File: src/rtl/mmio_uart_tx.sv
// MMIO console transmitter: FIFO-buffered 8N1 serialiser (even parity bit when UART_TX_PARITY_EN is defined).
// First start bit two edges after the store; a store into a full FIFO is dropped and sets sticky overflow.
module mmio_uart_tx #(
  parameter logic [31:0] BASE_ADDR    = 32'h0000_1000,
  parameter int          CLKS_PER_BIT = 16,
  parameter int          FIFO_DEPTH   = 8
) (
  input  logic        clk,
  input  logic        rst,
  input  logic [31:0] addr,
  input  logic        w_en,
  input  logic        r_en,
  input  logic [31:0] wdata,
  output logic        hit,
  output logic [31:0] rdata,
  output logic        tx,
  output logic        busy
);

  localparam int PTR_W  = (FIFO_DEPTH > 1) ? $clog2(FIFO_DEPTH) : 1;
  localparam int CNT_W  = $clog2(FIFO_DEPTH + 1);
  localparam int BAUD_W = (CLKS_PER_BIT > 1) ? $clog2(CLKS_PER_BIT) : 1;

`ifdef UART_TX_PARITY_EN
  localparam logic PAR_EN = 1'b1;
`else
  localparam logic PAR_EN = 1'b0;
`endif

  typedef enum logic [2:0] {
    S_IDLE,
    S_START,
    S_DATA,
`ifdef UART_TX_PARITY_EN
    S_PARITY,
`endif
    S_STOP
  } state_t;

  state_t            state;
  logic [BAUD_W-1:0] baud;
  logic [2:0]        bit_cnt;
  logic [7:0]        shreg;
`ifdef UART_TX_PARITY_EN
  logic              par;
`endif

  logic [7:0]        mem [FIFO_DEPTH];
  logic [PTR_W-1:0]  wptr;
  logic [PTR_W-1:0]  rptr;
  logic [CNT_W-1:0]  count;
  logic              overflow;

  logic        full;
  logic        empty;
  logic        frame_active;
  logic        baud_end;
  logic        pop;
  logic        push_req;
  logic        push;
  logic        ovf_clr;
  logic [7:0]  head;
  logic [3:0]  cnt_sat;
  logic [31:0] status;
  logic        unused_bits;

  assign hit          = (addr[31:3] == BASE_ADDR[31:3]);
  assign full         = (count == CNT_W'(FIFO_DEPTH));
  assign empty        = (count == '0);
  assign frame_active = (state != S_IDLE);
  assign busy         = frame_active | ~empty;
  assign baud_end     = (baud == BAUD_W'(CLKS_PER_BIT - 1));
  assign head         = mem[rptr];

  // The transmitter takes the head byte when idle, or as the stop bit ends so frames abut.
  assign pop      = ~empty & ((state == S_IDLE) | ((state == S_STOP) & baud_end));
  assign push_req = w_en & hit & ~addr[2];
  assign push     = push_req & (~full | pop);
  assign ovf_clr  = w_en & hit & addr[2] & wdata[3];

  assign cnt_sat = (count > CNT_W'(15)) ? 4'd15 : 4'(count);
  assign status  = {23'd0, PAR_EN, cnt_sat, overflow, frame_active, empty, full};
  assign rdata   = (hit && r_en && addr[2]) ? status : 32'd0;

  assign unused_bits = &{1'b0, addr[1:0], wdata[31:8]};

  always_ff @(posedge clk) begin
    if (push) mem[wptr] <= wdata[7:0];
  end

  always_ff @(posedge clk) begin
    if (!rst) begin
      wptr     <= '0;
      rptr     <= '0;
      count    <= '0;
      overflow <= 1'b0;
    end else begin
      if (push) wptr <= wptr + PTR_W'(1);
      if (pop)  rptr <= rptr + PTR_W'(1);
      case ({push, pop})
        2'b10:   count <= count + CNT_W'(1);
        2'b01:   count <= count - CNT_W'(1);
        default: count <= count;
      endcase
      if (push_req && full && !pop) overflow <= 1'b1;
      else if (ovf_clr)             overflow <= 1'b0;
    end
  end

  always_ff @(posedge clk) begin
    if (!rst) begin
      state   <= S_IDLE;
      baud    <= '0;
      bit_cnt <= '0;
      shreg   <= '0;
`ifdef UART_TX_PARITY_EN
      par     <= 1'b0;
`endif
      tx      <= 1'b1;
    end else begin
      case (state)
        S_IDLE: begin
          tx <= 1'b1;
          if (pop) begin
            state <= S_START;
            shreg <= head;
`ifdef UART_TX_PARITY_EN
            par   <= ^head;
`endif
            baud  <= '0;
            tx    <= 1'b0;
          end
        end
        S_START: begin
          if (baud_end) begin
            baud    <= '0;
            bit_cnt <= '0;
            state   <= S_DATA;
            tx      <= shreg[0];
          end else begin
            baud <= baud + BAUD_W'(1);
          end
        end
        S_DATA: begin
          if (baud_end) begin
            baud <= '0;
            if (bit_cnt == 3'd7) begin
`ifdef UART_TX_PARITY_EN
              state <= S_PARITY;
              tx    <= par;
`else
              state <= S_STOP;
              tx    <= 1'b1;
`endif
            end else begin
              bit_cnt <= bit_cnt + 3'd1;
              shreg   <= {1'b0, shreg[7:1]};
              tx      <= shreg[1];
            end
          end else begin
            baud <= baud + BAUD_W'(1);
          end
        end
`ifdef UART_TX_PARITY_EN
        S_PARITY: begin
          if (baud_end) begin
            baud  <= '0;
            state <= S_STOP;
            tx    <= 1'b1;
          end else begin
            baud <= baud + BAUD_W'(1);
          end
        end
`endif
        S_STOP: begin
          if (baud_end) begin
            baud <= '0;
            if (pop) begin
              state <= S_START;
              shreg <= head;
`ifdef UART_TX_PARITY_EN
              par   <= ^head;
`endif
              tx    <= 1'b0;
            end else begin
              state <= S_IDLE;
              tx    <= 1'b1;
            end
          end else begin
            baud <= baud + BAUD_W'(1);
          end
        end
        default: begin
          state <= S_IDLE;
          tx    <= 1'b1;
        end
      endcase
    end
  end

endmodule

File: config.mk
export PLATFORM = sky130hd
export DESIGN_NAME = mmio_uart_tx
export DESIGN_NICKNAME = d
export VERILOG_FILES = /design/src/rtl/mmio_uart_tx.sv
export SDC_FILE = /design/constraint.sdc
export NUM_CORES = 1
export LEC_CHECK = 0
export ABC_AREA = 1
export CAP_MARGIN = 20
export CORE_ASPECT_RATIO = 1.5
export CORE_MARGIN = 2
export CORE_UTILIZATION = 55
export DETAILED_ROUTE_END_ITERATION = 6
export PLACE_DENSITY = 0.85
export SLEW_MARGIN = 20
export SYNTH_ARGS = -nofsm -noshare
export SYNTH_HDL_FRONTEND = slang
export SYNTH_SLANG_ARGS = --single-unit
File: constraint.sdc
create_clock -name clk -period 6.6 [get_ports clk]
set_clock_uncertainty 0.2 [all_clocks]
set_input_delay 1.65 -clock clk [delete_from_list [all_inputs] [get_ports clk]]
set_output_delay 1.65 -clock clk [all_outputs]
set_load 0.02 [all_outputs]
==> Yosys cells after proc, flatten, opt, wreduce, memory -nomap -nowiden <==
Memory sizes are Yosys's and may differ from the RTL's. A register that Yosys moved wholly into a read port is not among the register bits.
Index checks and enable logic that the tools add are counted.
{ "totals": {"memories": 1, "regBits": 30, "word_cells": 98, "mem_bits_rw": 64, "rom_bits": 0, "latch_bits": 0} }
{ "classes": {"add_sub_neg": 6, "mux": 34, "bitwise_logic": 13, "n_div": 0, "n_eq_ne": 15, "shifts": 0, "reduce_logical": 19, "n_lt_le_gt_ge": 1, "n_mul": 0} }
{ "mem_list": {"columns": ["memory", "depth", "width", "read_ports", "rd_clocked_by_memory_dff", "wr", "line", "text"], "rows": [
  ["mem", 8, 8, 1, 1, 1, "48", "logic [7:0] mem [FIFO_DEPTH];"]
]} }
{ "op_table": {"columns": ["operator", "n"], "rows": [
  ["$mux 8", 5],
  ["$mux 3", 10],
  ["$eq 29x10->1 const B", 1],
  ["$pmux 8 s3", 1],
  ["$pmux 4 s2", 2],
  ["$mux 4", 3],
  ["$ne 2x2->1 const B", 6],
  ["$pmux 3 s4", 1],
  ["$mux 1", 10],
  ["$add 3x1->3 const B", 3],
  ["$add 4x1->4 const B", 2],
  ["$eq 4x4->1 const B", 2],
  ["$reduce_and 4->1", 2],
  ["$reduce_bool 2->1", 4],
  ["$and 1x1->1", 7],
  ["$eq 3x2->1 const B", 2],
  ["$pmux 3 s2", 1],
  ["$reduce_bool 3->1", 2],
  ["$reduce_and 5->1", 1],
  ["$gt 4x4->1 const B", 1],
  ["$logic_and 1x1->1", 4],
  ["$logic_not 4->1", 1],
  ["$pmux 1 s4", 1],
  ["$sub 4x1->4 const B", 1],
  ["11 further kinds", 15]
]} }

==> Logic depth before layout (Yosys ltp) <==
Gate-level depths: netlist of the first run.
{ "logic_depth": {"depth_word": 8, "depth_mapped": 16, "mapped_depth_nobuf": 16} }

==> Least setup slack after synthesis of the first run <==
No wires, ideal clock.
{ "synth_path": {"kind": "input port to output port", "start": "input port addr[8]", "end": "output port rdata[0]", "t_arrival_ns": 2.976, "required_ns": 4.750, "setup_slack_ns": 1.774, "stages": 7, "cell_sequence": "nor2_1 > nand2_1 > nor2_1 > nand3_1 > nor2_4 > nand3_1 > nor3_1"} }
{ "synth_between": {"elab_chain_len": 4} }
{ "synth_lines": {"columns": ["item", "line", "text"], "rows": [
  ["start: declaration", "10", "input logic [31:0] addr,"],
  ["$eq 29x10->1", "67", "assign hit = (addr[31:3] == BASE_ADDR[31:3]);"],
  ["net hit", "14", "output logic hit,"],
  ["$logic_and 1x1->1 (2 in a row)", "83", "assign rdata = (hit && r_en && addr[2]) ? status : 32'd0;"],
  ["$mux 8", "83", null],
  ["end: declaration", "15", "output logic [31:0] rdata,"]
]} }
The timed path passes the listed nets, and every way through them passes these cells.

==> Worst setup path in the final report of the first run <==
{ "layout_path": {"start": "input port addr[8]", "end": "output port rdata[0]"} }
{ "layout_between": {"elab_chain_len": 4} }
{ "layout_lines": {"columns": ["item", "line"], "rows": [
  ["$eq 29x10->1", "67"],
  ["$logic_and 1x1->1 (2 in a row)", "83"],
  ["$mux 8", "83"]
]} }
No other way between the ends.

==> impl_metrics.yaml, run 1 <==
synthesis:
  yosysSeqAreaShare_pct: 52.7
  synth_cell_types: 33
  synth_warnings: 0
  yosys.area.top_type: "edfxtp_1"
  synth_area_leaders: "edfxtp_1 (40%), dfxtp_1 (13%), nand2_1 (8.5%)"
  synth_top_area_share_pct: 39.5
  synth-seq-cells: 96
  synth_area_um2: 4860
  synth.avg_cell_area_um2: 8.59
  synthCells: 566
cts:
  htree_levels: 3
  cts_buffers: 9
  clkLatencyLatePin_ns: 0.34
  ctsResizeCount: 0
  clock_path_buffers: 2
  clk_pin_slew_ns: 0.06
  clock_sink_count: 96
  cts.hold.buffers_added: 0
  post_cts_buffers: 0
  cts_tree: "built"
  cts_root_buf: "clkbuf_16"
detailed_routing:
  route.antenna.remaining_nets: 0
  drt-total-wl_um: 10300
  post-route-drc-count: 0
  via_per_inst: 5.21
  wl_per_cell_um: 14.1
  first_pass_iters: 5
  vias: 3817
  drt_iter0_markers: 436
setup_path:
  slowest_stage: "clkdlybuf4s50_1"
  crit_chain: "clkdlybuf4s50_1 > nor2_1 > nand2_1 > nor2_1 > nand3_1 > nor2_4 > nand3_1 > nor3_1 > clkdlybuf4s50_1"
  cpPeakStageDelay_ns: 0.63
  required_ns: 4.75
  crit_buf_inv: 2
  start_kind: "primary input"
  path_max_fanout: 8
  cpLargestDelayFamily: "simple AND/OR/NAND/NOR gates"
  path_class: "in -> out"
  crit_path_end_kind: "output port"
  arrival_ns: 3.82
placed_design:
  place_area_um2: 5370
  gp_congestion: 0.827
  portBuffers: 52
  hpwl_um: 7250
die:
  core_area_um2: 8720
  die_y_um: 119
  rows: 42
  die_w_um: 80.8
  start_util_pct: 55.8
  dieArea_um2: 9630
  ios: 103
outcome:
  status: "complete, no violations"
cells_and_area:
  n_antenna_cell: 0
  layout-drive-gt1-share_pct: 5.14
  multi_input_area_um2: 1830
  ff_latch_area_um2: 2560
  utilization_pct: 64.8
  n_fill_cell: 701
  stdcell_area_um2: 5650
  area_growth_pct: 16.2
  fin_nets: 699
grt:
  grt_usage_pct: 23.4
  antenna_found_initial: 0
  grt_pass1_wl_um: 17300
  overflow: 0
  grt_max_degree: 52
  grt_pass1_vias: 3771
job:
  maxCapViolations: 0
power_and_ir_drop:
  power_density_nw_per_um2: 337
  power.leakage_nw: 2.34
  ir_drop_mv: 0.292
sta:
  rsz0062_at_grt: "no"
  hold_viol_final: 0
  period_needed_ns: 5.67
  drv_slew: 0
  holdWs_ns: 0.288
  tightest_slew_ns: 0.950
  slew_headroom_pct: 36.4
  timing.final.crit_share_pct: 85.8
  fmax_mhz: 177
  fin_setup_tns_ns: 0
  finalSetupViolCount: 0
min_path:
  min_path_type: "reg -> reg"
-- worst reg2reg max path, cell delays in order (launching register included) --
cell and delay, ns:
dfxtp_1 0.37, ha_1 0.23, nand3_2 0.16, o21ai_2 0.19
inv_1 0.07, nand2_2 0.14, nand4_4 0.18, ha_1 0.28
nand2_1 0.11, inv_1 0.05, nor2_1 0.16, ha_1 0.18
a21oi_1 0.05, xor2_1 0.17, o21ai_0 0.23, inv_1 0.06
-- area by class of cell --
class	instances	area share, %
flip-flops and latches	96	45.3
multi-input cells	378	32.4
repair buffers	57	9.87
inverters	75	5.03
clock buffers	14	4.32
well taps	110	2.44
clock inverters	2	0.598
-- Yosys cell counts --
master and instances:
a211oi_1 1, a21oi_1 17, a31oi_1 1, and3_1 1
buf_2 10, buf_4 24, buf_6 1, buf_8 1
clkbuf_1 4, clkinv_1 1, conb_1 1, dfxtp_1 32
edfxtp_1 64, ha_1 14, inv_1 73, inv_4 1
nand2_1 110, nand2_2 4, nand3_1 30, nand3_2 2
nand4_1 3, nand4_4 1, nor2_1 88, nor2_4 1
nor3_1 8, o211a_1 1, o211ai_1 11, o21ai_0 43
o21ai_1 5, o21ai_2 2, or2_2 6, xnor2_1 1
xor2_1 4
-- state kept, by name, summed over array words and instances (netlist names), named ones only --
name and cells:
mem 64, shreg 8, baud 4, count 4, bit_cnt 3, rptr 3
wptr 3, state 2, overflow 1, tx 1
-- cell usage in the layout, fill, tap and decap left out, types with 2 or more instances in the layout --
master / netlist / final
o211ai_1: 11 / 11
nor3_1: 8 / 8
nor2_1: 88 / 88
ha_1: 14 / 14
a21oi_1: 17 / 17
nand2_1: 110 / 110
nand2_2: 4 / 4
clkbuf_16: 0 / 9
o21ai_2: 2 / 2
clkinv_1: 1 / 2
edfxtp_1: 64 / 64
nand3_2: 2 / 2
nand3_1: 30 / 30
o21ai_0: 43 / 43
xor2_1: 4 / 4
nand4_1: 3 / 3
clkbuf_1: 4 / 5
buf_4: 24 / 5
conb_1: 1 / 24
dfxtp_1: 32 / 32
or2_2: 6 / 6
inv_1: 73 / 73
clkdlybuf4s50_1: 0 / 52
o21ai_1: 5 / 5
-- through the flow --
step,cells,power [mW],setup WS [ns]
6_report,732,1.90,0.935
5_1_grt,732,2.04,0.680
4_1_cts,732,1.91,0.914
3_5_place_dp,716,1.41,0.937
3_3_place_gp,716,1.37,1.01
2_1_floorplan,589,1.28,1.77
-- routing by layer --
layer | vias to the layer above | track usage (%) | routed length (um)
li1 | 1896 | - | -
met1 | 1763 | 25.8 | 3840
met2 | 136 | 42.6 | 5700
met3 | 22 | 4.77 | 496
met4 | 0 | 9.32 | 274
met5 | - | 0 | 0
-- cell families after synthesis --
group | count (synthesis) | synth area share (%)
and+or+nand+nor | 254 | 22.1
buffers and inverters | 115 | 11.4
DFF | 96 | 52.7
AOI/OAI and AO/OA | 81 | 9.24
adders and majority gates | 14 | 3.60
xor gates and xnor gates | 5 | 0.900
other | 1 | 0.0771
-- worst paths after layout --
path	slack (ns)	endpoint	start	cells after the start
setup / recovery	0.93	rdata[0]	addr[8]	9
hold / removal	0.29	shreg[3]	shreg[3]	2
setup reg to reg	3.67	count[2]	baud[0]	15
hold reg to reg	0.29	shreg[3]	shreg[3]	2
-- report_power, final --
group	switching [mW]	internal [mW]
sequential	0.0484	0.690
combinational	0.434	0.234
clock	0.203	0.293
total	0.686	1.22
Power figures use the tool's default switching activity.
==> run 2: changes to the inputs <==
Settings changed: ABC_CLOCK_PERIOD_IN_PS from default to 6600.
==> results of run 2 <==
Same layout as run 1: the final DEF is identical, and so are final timing and power.
